$ cat config.mk
export PLATFORM = sky130hd
export DESIGN_NAME = pps_phase_meas
export DESIGN_NICKNAME = d
export VERILOG_FILES = /design/src/rtl/pps_pkg.sv /design/src/rtl/pps_edge_sync.sv /design/src/rtl/pps_phase_meas.sv
export SDC_FILE = /design/constraint.sdc
export NUM_CORES = 1
export LEC_CHECK = 0
export CAP_MARGIN = 0
export CORE_ASPECT_RATIO = 0.75
export CORE_UTILIZATION = 30
export CTS_CLUSTER_SIZE = 28
export DETAILED_ROUTE_END_ITERATION = 8
export SYNTH_ARGS = -nofsm -noshare
export SYNTH_HDL_FRONTEND = slang
export SYNTH_HIERARCHICAL = 1
export SYNTH_SLANG_ARGS = --single-unit
$ cat constraint.sdc
create_clock -name CLK_SYS -period 3.77 [get_ports CLK_SYS]
set_clock_uncertainty 0.2 [all_clocks]
set_input_delay 1.131 -clock CLK_SYS [delete_from_list [all_inputs] [get_ports CLK_SYS]]
set_output_delay 1.131 -clock CLK_SYS [all_outputs]
set_load 0.02 [all_outputs]
$ cat src/rtl/pps_pkg.sv
// Shared types and constants for the 1PPS phase measurement block.
package pps_pkg;

    typedef enum logic [1:0] {
        IDLE       = 2'd0,
        WAIT_LOCAL = 2'd1,
        WAIT_GPS   = 2'd2,
        REPORT     = 2'd3
    } pps_state_e;

    localparam int DEF_WINDOW = 5_000_000;
    localparam int DEF_CNT_W  = 24;

    // PHASE_ERR carries one sign bit on top of the counter magnitude.
    function automatic int err_w(input int cnt_w);
        return cnt_w + 1;
    endfunction

endpackage

$ cat src/rtl/pps_edge_sync.sv
// Two-flop synchroniser for an asynchronous pulse input, followed by a
// registered one-cycle rising-edge flag (3 cycles from pin to flag).
module pps_edge_sync (
    input  logic clk,
    input  logic rst,
    input  logic din,
    output logic rise
);

    logic sync1_q, sync2_q, dly_q, rise_q;
    logic sync1_d, sync2_d, dly_d, rise_d;

    always_comb begin
        sync1_d = din;
        sync2_d = sync1_q;
        dly_d   = sync2_q;
        rise_d  = sync2_q & ~dly_q;
    end

    always_ff @(posedge clk or posedge rst) begin
        if (rst) begin
            sync1_q <= 1'b0;
            sync2_q <= 1'b0;
            dly_q   <= 1'b0;
            rise_q  <= 1'b0;
        end else begin
            sync1_q <= sync1_d;
            sync2_q <= sync2_d;
            dly_q   <= dly_d;
            rise_q  <= rise_d;
        end
    end

    assign rise = rise_q;

endmodule

$ cat src/rtl/pps_phase_meas.sv
// Signed GPS-to-local 1PPS offset in CLK_SYS cycles (local minus GPS).
// Define PHASE_AVG_EN to report the mean of 2^AVG_SHIFT results instead of each one.
module pps_phase_meas
    import pps_pkg::*;
#(
    parameter int WINDOW    = DEF_WINDOW,
    parameter int CNT_W     = DEF_CNT_W,
    parameter int AVG_SHIFT = 3
) (
    input  logic                             CLK_SYS,
    input  logic                             CLK_RST,
    input  logic                             _1PPS_GPS,
    input  logic                             _1PPS_Local,
    input  logic                             MEAS_EN,
    output logic signed [err_w(CNT_W)-1:0]   PHASE_ERR,
    output logic                             PHASE_VLD,
    output logic                             TIMEOUT,
    output logic                             BUSY
);

    localparam int               ERR_W   = err_w(CNT_W);
    localparam logic [CNT_W-1:0] CNT_WIN = CNT_W'(WINDOW);

    // CLK_RST is expected to come from the system reset synchroniser.
    logic g, l;

    pps_edge_sync u_sync_gps (
        .clk  (CLK_SYS),
        .rst  (CLK_RST),
        .din  (_1PPS_GPS),
        .rise (g)
    );

    pps_edge_sync u_sync_local (
        .clk  (CLK_SYS),
        .rst  (CLK_RST),
        .din  (_1PPS_Local),
        .rise (l)
    );

    pps_state_e              state_q, state_d;
    logic [CNT_W-1:0]        cnt_q, cnt_d;
    logic signed [ERR_W-1:0] res_q, res_d;
    logic signed [ERR_W-1:0] err_q, err_d;
    logic                    vld_q, vld_d;
    logic                    tmo_q, tmo_d;

`ifdef PHASE_AVG_EN
    localparam int ACC_W = ERR_W + AVG_SHIFT;

    logic signed [ACC_W-1:0] acc_q, acc_d;
    logic [AVG_SHIFT-1:0]    avg_cnt_q, avg_cnt_d;
    logic signed [ACC_W-1:0] avg_sum, avg_shr;
    logic signed [ERR_W-1:0] avg_out;
`endif

    always_comb begin
        state_d = state_q;
        cnt_d   = cnt_q;
        res_d   = res_q;
        err_d   = err_q;
        vld_d   = 1'b0;
        tmo_d   = 1'b0;
        if (!MEAS_EN) begin
            state_d = IDLE;
            cnt_d   = '0;
        end else begin
            case (state_q)
                IDLE: begin
                    if (g && l) begin
                        res_d   = '0;
                        state_d = REPORT;
                    end else if (g) begin
                        cnt_d   = CNT_W'(1);
                        state_d = WAIT_LOCAL;
                    end else if (l) begin
                        cnt_d   = CNT_W'(1);
                        state_d = WAIT_GPS;
                    end
                end
                WAIT_LOCAL: begin
                    // A closing edge on the last counted cycle still wins over timeout.
                    if (l) begin
                        res_d   = $signed({1'b0, cnt_q});
                        state_d = REPORT;
                    end else if (g) begin
                        tmo_d = 1'b1;
                        cnt_d = CNT_W'(1);
                    end else if (cnt_q == CNT_WIN) begin
                        tmo_d   = 1'b1;
                        cnt_d   = '0;
                        state_d = IDLE;
                    end else begin
                        cnt_d = cnt_q + CNT_W'(1);
                    end
                end
                WAIT_GPS: begin
                    if (g) begin
                        res_d   = -$signed({1'b0, cnt_q});
                        state_d = REPORT;
                    end else if (l) begin
                        tmo_d = 1'b1;
                        cnt_d = CNT_W'(1);
                    end else if (cnt_q == CNT_WIN) begin
                        tmo_d   = 1'b1;
                        cnt_d   = '0;
                        state_d = IDLE;
                    end else begin
                        cnt_d = cnt_q + CNT_W'(1);
                    end
                end
                REPORT: begin
`ifdef PHASE_AVG_EN
                    if (avg_cnt_q == '1) begin
                        err_d = avg_out;
                        vld_d = 1'b1;
                    end
`else
                    err_d = res_q;
                    vld_d = 1'b1;
`endif
                    cnt_d   = '0;
                    state_d = IDLE;
                end
                default: state_d = IDLE;
            endcase
        end
    end

`ifdef PHASE_AVG_EN
    always_comb begin
        acc_d     = acc_q;
        avg_cnt_d = avg_cnt_q;
        avg_sum   = acc_q + {{AVG_SHIFT{res_q[ERR_W-1]}}, res_q};
        avg_shr   = avg_sum >>> AVG_SHIFT;
        avg_out   = avg_shr[ERR_W-1:0];
        if (!MEAS_EN || tmo_d) begin
            acc_d     = '0;
            avg_cnt_d = '0;
        end else if (state_q == REPORT) begin
            if (avg_cnt_q == '1) begin
                acc_d     = '0;
                avg_cnt_d = '0;
            end else begin
                acc_d     = avg_sum;
                avg_cnt_d = avg_cnt_q + AVG_SHIFT'(1);
            end
        end
    end

    always_ff @(posedge CLK_SYS or posedge CLK_RST) begin
        if (CLK_RST) begin
            acc_q     <= '0;
            avg_cnt_q <= '0;
        end else begin
            acc_q     <= acc_d;
            avg_cnt_q <= avg_cnt_d;
        end
    end
`endif

    always_ff @(posedge CLK_SYS or posedge CLK_RST) begin
        if (CLK_RST) begin
            state_q <= IDLE;
            cnt_q   <= '0;
            res_q   <= '0;
            err_q   <= '0;
            vld_q   <= 1'b0;
            tmo_q   <= 1'b0;
        end else begin
            state_q <= state_d;
            cnt_q   <= cnt_d;
            res_q   <= res_d;
            err_q   <= err_d;
            vld_q   <= vld_d;
            tmo_q   <= tmo_d;
        end
    end

    assign PHASE_ERR = err_q;
    assign PHASE_VLD = vld_q;
    assign TIMEOUT   = tmo_q;
    assign BUSY      = (state_q != IDLE);

endmodule
==> results_dict.tcl, run 1 <==
set metrics [dict create \
    ys_ff_latch 86 \
    wl_met3_um 709 \
    netlist_top_cells_area "dfrtp_1 47%, mux2_2 6.2%, nand2_1 3.5%" \
    areaGrowthSynthToFinish_pct 18.8 \
    synth_most_common_cell "dfrtp_1" \
    hp-class "flip-flop to flip-flop" \
    worstPathArrival_ps 2070 \
    detail_route.iter0.violations 258 \
    num-fill-cells 1468 \
    cp_max_fo 12 \
    cts-buffers-inserted 9 \
    syn_nets 466 \
    initial_utilization_pct 31.0 \
    drc 0 \
    vdd_ir_drop_max_v 0.000293 \
    crit_family "buffers and inverters" \
    syn_area_per_cell_um2 9.96 \
    synth_area_um2 4530 \
    crit_top_cell "inv_1" \
    grt_antenna_before_repair 0 \
    worst-path-stages 4 \
    yosys.area.top_type_share_pct 47.5 \
    rrSetupSlack_ps 920 \
    cp-start-kind "flip-flop" \
    wl_met1_mm 5.76 \
    gp_congestion 0.828 \
    drive_gt1_share_pct 16.7 \
    htreeDepth 3 \
    fin_cells 680 \
    port_buffers 32 \
    fin_crit_ps 3400 \
    tightestPinTransition_ps 987 \
    cts_tree "yes" \
    slew_viol_final 0 \
    whs_ps 146 \
    cp-end-kind "primary output" \
    fin_nets 487 \
    netlist_top_cells_count "86 x dfrtp_1, 42 x nand2_1, 29 x nor2_1" \
    r2r-end "cnt_q[14]" \
    critPathSlowestCell "clkdlybuf4s50_1" \
    hpwl_mm 7.85 \
    finalCritPeriodShare_pct 90.2 \
    final_antenna_net_count 0 \
    clock_path_buffers 2 \
    finalSetupTns_ps 0 \
    dp_cells 665 \
    track_usage_pct 15.0 \
    antennaDiodeCount 0 \
    crit_required_ps 2440 \
    yosysTopAreaCell "dfrtp_1" \
    wl_per_cell_um 16.3 \
    clock_latency_ps 340 \
    die_area_um2 15600 \
    dr.pass1.iters 4 \
    crit_chain "inv_1 -> ha_1 -> inv_1 -> clkdlybuf4s50_1" \
    grt_first_pass_wirelength_mm 17.8 \
    p_leak_nw 2.30 \
    status "finished, final reports clean" \
    cts_root_buffer "clkbuf_16" \
    reg2reg_depth 8 \
    highest_layer "met4" \
    synthDistinctLibCells 61 \
    regArea_um2 2150 \
    grt_pass1_vias 3302 \
    slew_headroom_pct 33.6 \
    crit_start "state_q[0]" \
    rsz0062_at_grt "false" \
    max_freq_mhz 294 \
    wirelength_mm 11.1 \
    ios 33 \
    netlist_instances 455 \
    r2r-start "cnt_q[0]" \
    synth_edf_count 0 \
    grt_max_degree 45 \
    async_flop_share_pct 100 \
    clk_pin_slew_ps 60 \
    multi_input_area_um2 2180 \
    hold_viol_final 0 \
    power.density_nw_per_um2 536 \
    core-area_um2 14600 \
    utilization_pct 36.9 \
    dr_wl_met2_mm 4.50 \
    report.final.setup_viol 0 \
    synth_ff_type "dfrtp_1" \
    via_per_inst 5.34 \
    ctsHoldBuffers 0 \
    cp_slowest_stage_delay_ps 580 \
    cp-endpoint "BUSY" \
    maxCapViolations 0 \
    die_w_um 144 \
    post-cts-setup-buffers 0 \
    die_h_um 108 \
    gr-total-overflow 0 \
    critPathKind "flip-flop to primary output" \
    num_vias 3628 \
    yosys_warnings 6 \
    postCtsResizedCells 0 \
    crit_buf_inv 3 \
    rows 38 \
    ys_seq_area_share_pct 47.5 \
    cts_sinks 86 \
]
==> routing by layer <==
metal | track usage (%) | vias to the layer above
met2 | 20.5 | 117
met5 | 0 | -
met1 | 22.7 | 1759
li1 | - | 1738
met4 | 3.57 | 0
met3 | 4.47 | 14
==> power breakdown <==
| group | total [mW] | leakage, nW | internal, mW | switching [mW] |
|---|---|---|---|---|
| clock network | 0.887 | 0.138 | 0.514 | 0.373 |
| logic | 0.916 | 0.984 | 0.351 | 0.566 |
| registers | 1.08 | 1.18 | 1.01 | 0.0722 |
==> flip-flops by register name, indices dropped and copies added (netlist names) <==
name / flops
state_q: 2
PHASE_ERR: 25
u_sync_local/dly_q: 1
u_sync_gps/dly_d: 1
u_sync_local/dly_d: 1
cnt_q: 24
u_sync_local/sync1_q: 1
u_sync_gps/rise: 1
res_q: 25
TIMEOUT: 1
u_sync_gps/sync1_q: 1
u_sync_local/rise: 1
u_sync_gps/dly_q: 1
PHASE_VLD: 1
==> cell usage in the layout (no fill, tap or decap), drive strengths merged, types with 13 or more instances in the layout <==
cell type	Yosys	final
clkdlybuf4s50	0	32
nand2	42	42
nor4	13	13
o21ai	18	18
inv	15	15
a221o	13	13
mux2	25	25
buf	10	15
dfrtp	86	86
nand3	14	14
nand4	16	16
nor3	20	20
nor2	30	30
==> cell type report <==
class                           count  area share, %
Multi-Input combinational cell    317           40.5
Sequential cell                    86           40.0
Timing Repair Buffer               47           8.27
Tap cell                          200           4.65
Clock buffer                        9           4.18
Clock inverter                      6           1.32
Inverter                           15           1.07
==> logic make-up after synthesis <==
logic type,Yosys count,share of synthesized area (%)
multiplexers,26,6.43
AO/OA/AOI/OAI,97,16.2
AND/OR/NAND/NOR,177,21.5
XOR/XNOR,11,2.13
flip-flops,86,47.5
buffers and inverters,52,4.61
adder cells (fa/ha/maj),6,1.66
==> per-stage QoR <==
stage / instance area (um^2) / setup WS, ps / total power [mW]
final: 5390 / 369 / 2.89
after global routing: 5390 / 224 / 3.05
after CTS: 5390 / 359 / 2.91
after detailed placement: 5090 / 365 / 2.01
after global placement: 5090 / 459 / 1.99
after floorplan: 4530 / 444 / 1.69
==> worst min-delay path by stage <==
stage,to,slack (ps),from,cells past startpoint
floorplan,u_sync_gps/dly_d,130,u_sync_gps/sync1_q,0
global placement,u_sync_gps/dly_d,130,u_sync_gps/sync1_q,0
detailed placement,u_sync_gps/dly_d,140,u_sync_gps/sync1_q,0
CTS,u_sync_gps/dly_d,150,u_sync_gps/sync1_q,0
global route,u_sync_local/dly_d,170,u_sync_local/sync1_q,0
finish,u_sync_gps/dly_d,150,u_sync_gps/sync1_q,0
Power figures use the tool's default switching activity.
==> run 2: changes to the inputs <==
- SLEW_MARGIN: default -> 10
==> results of run 2 <==
Same layout as run 1: the final DEF is identical, and so are final timing and power.
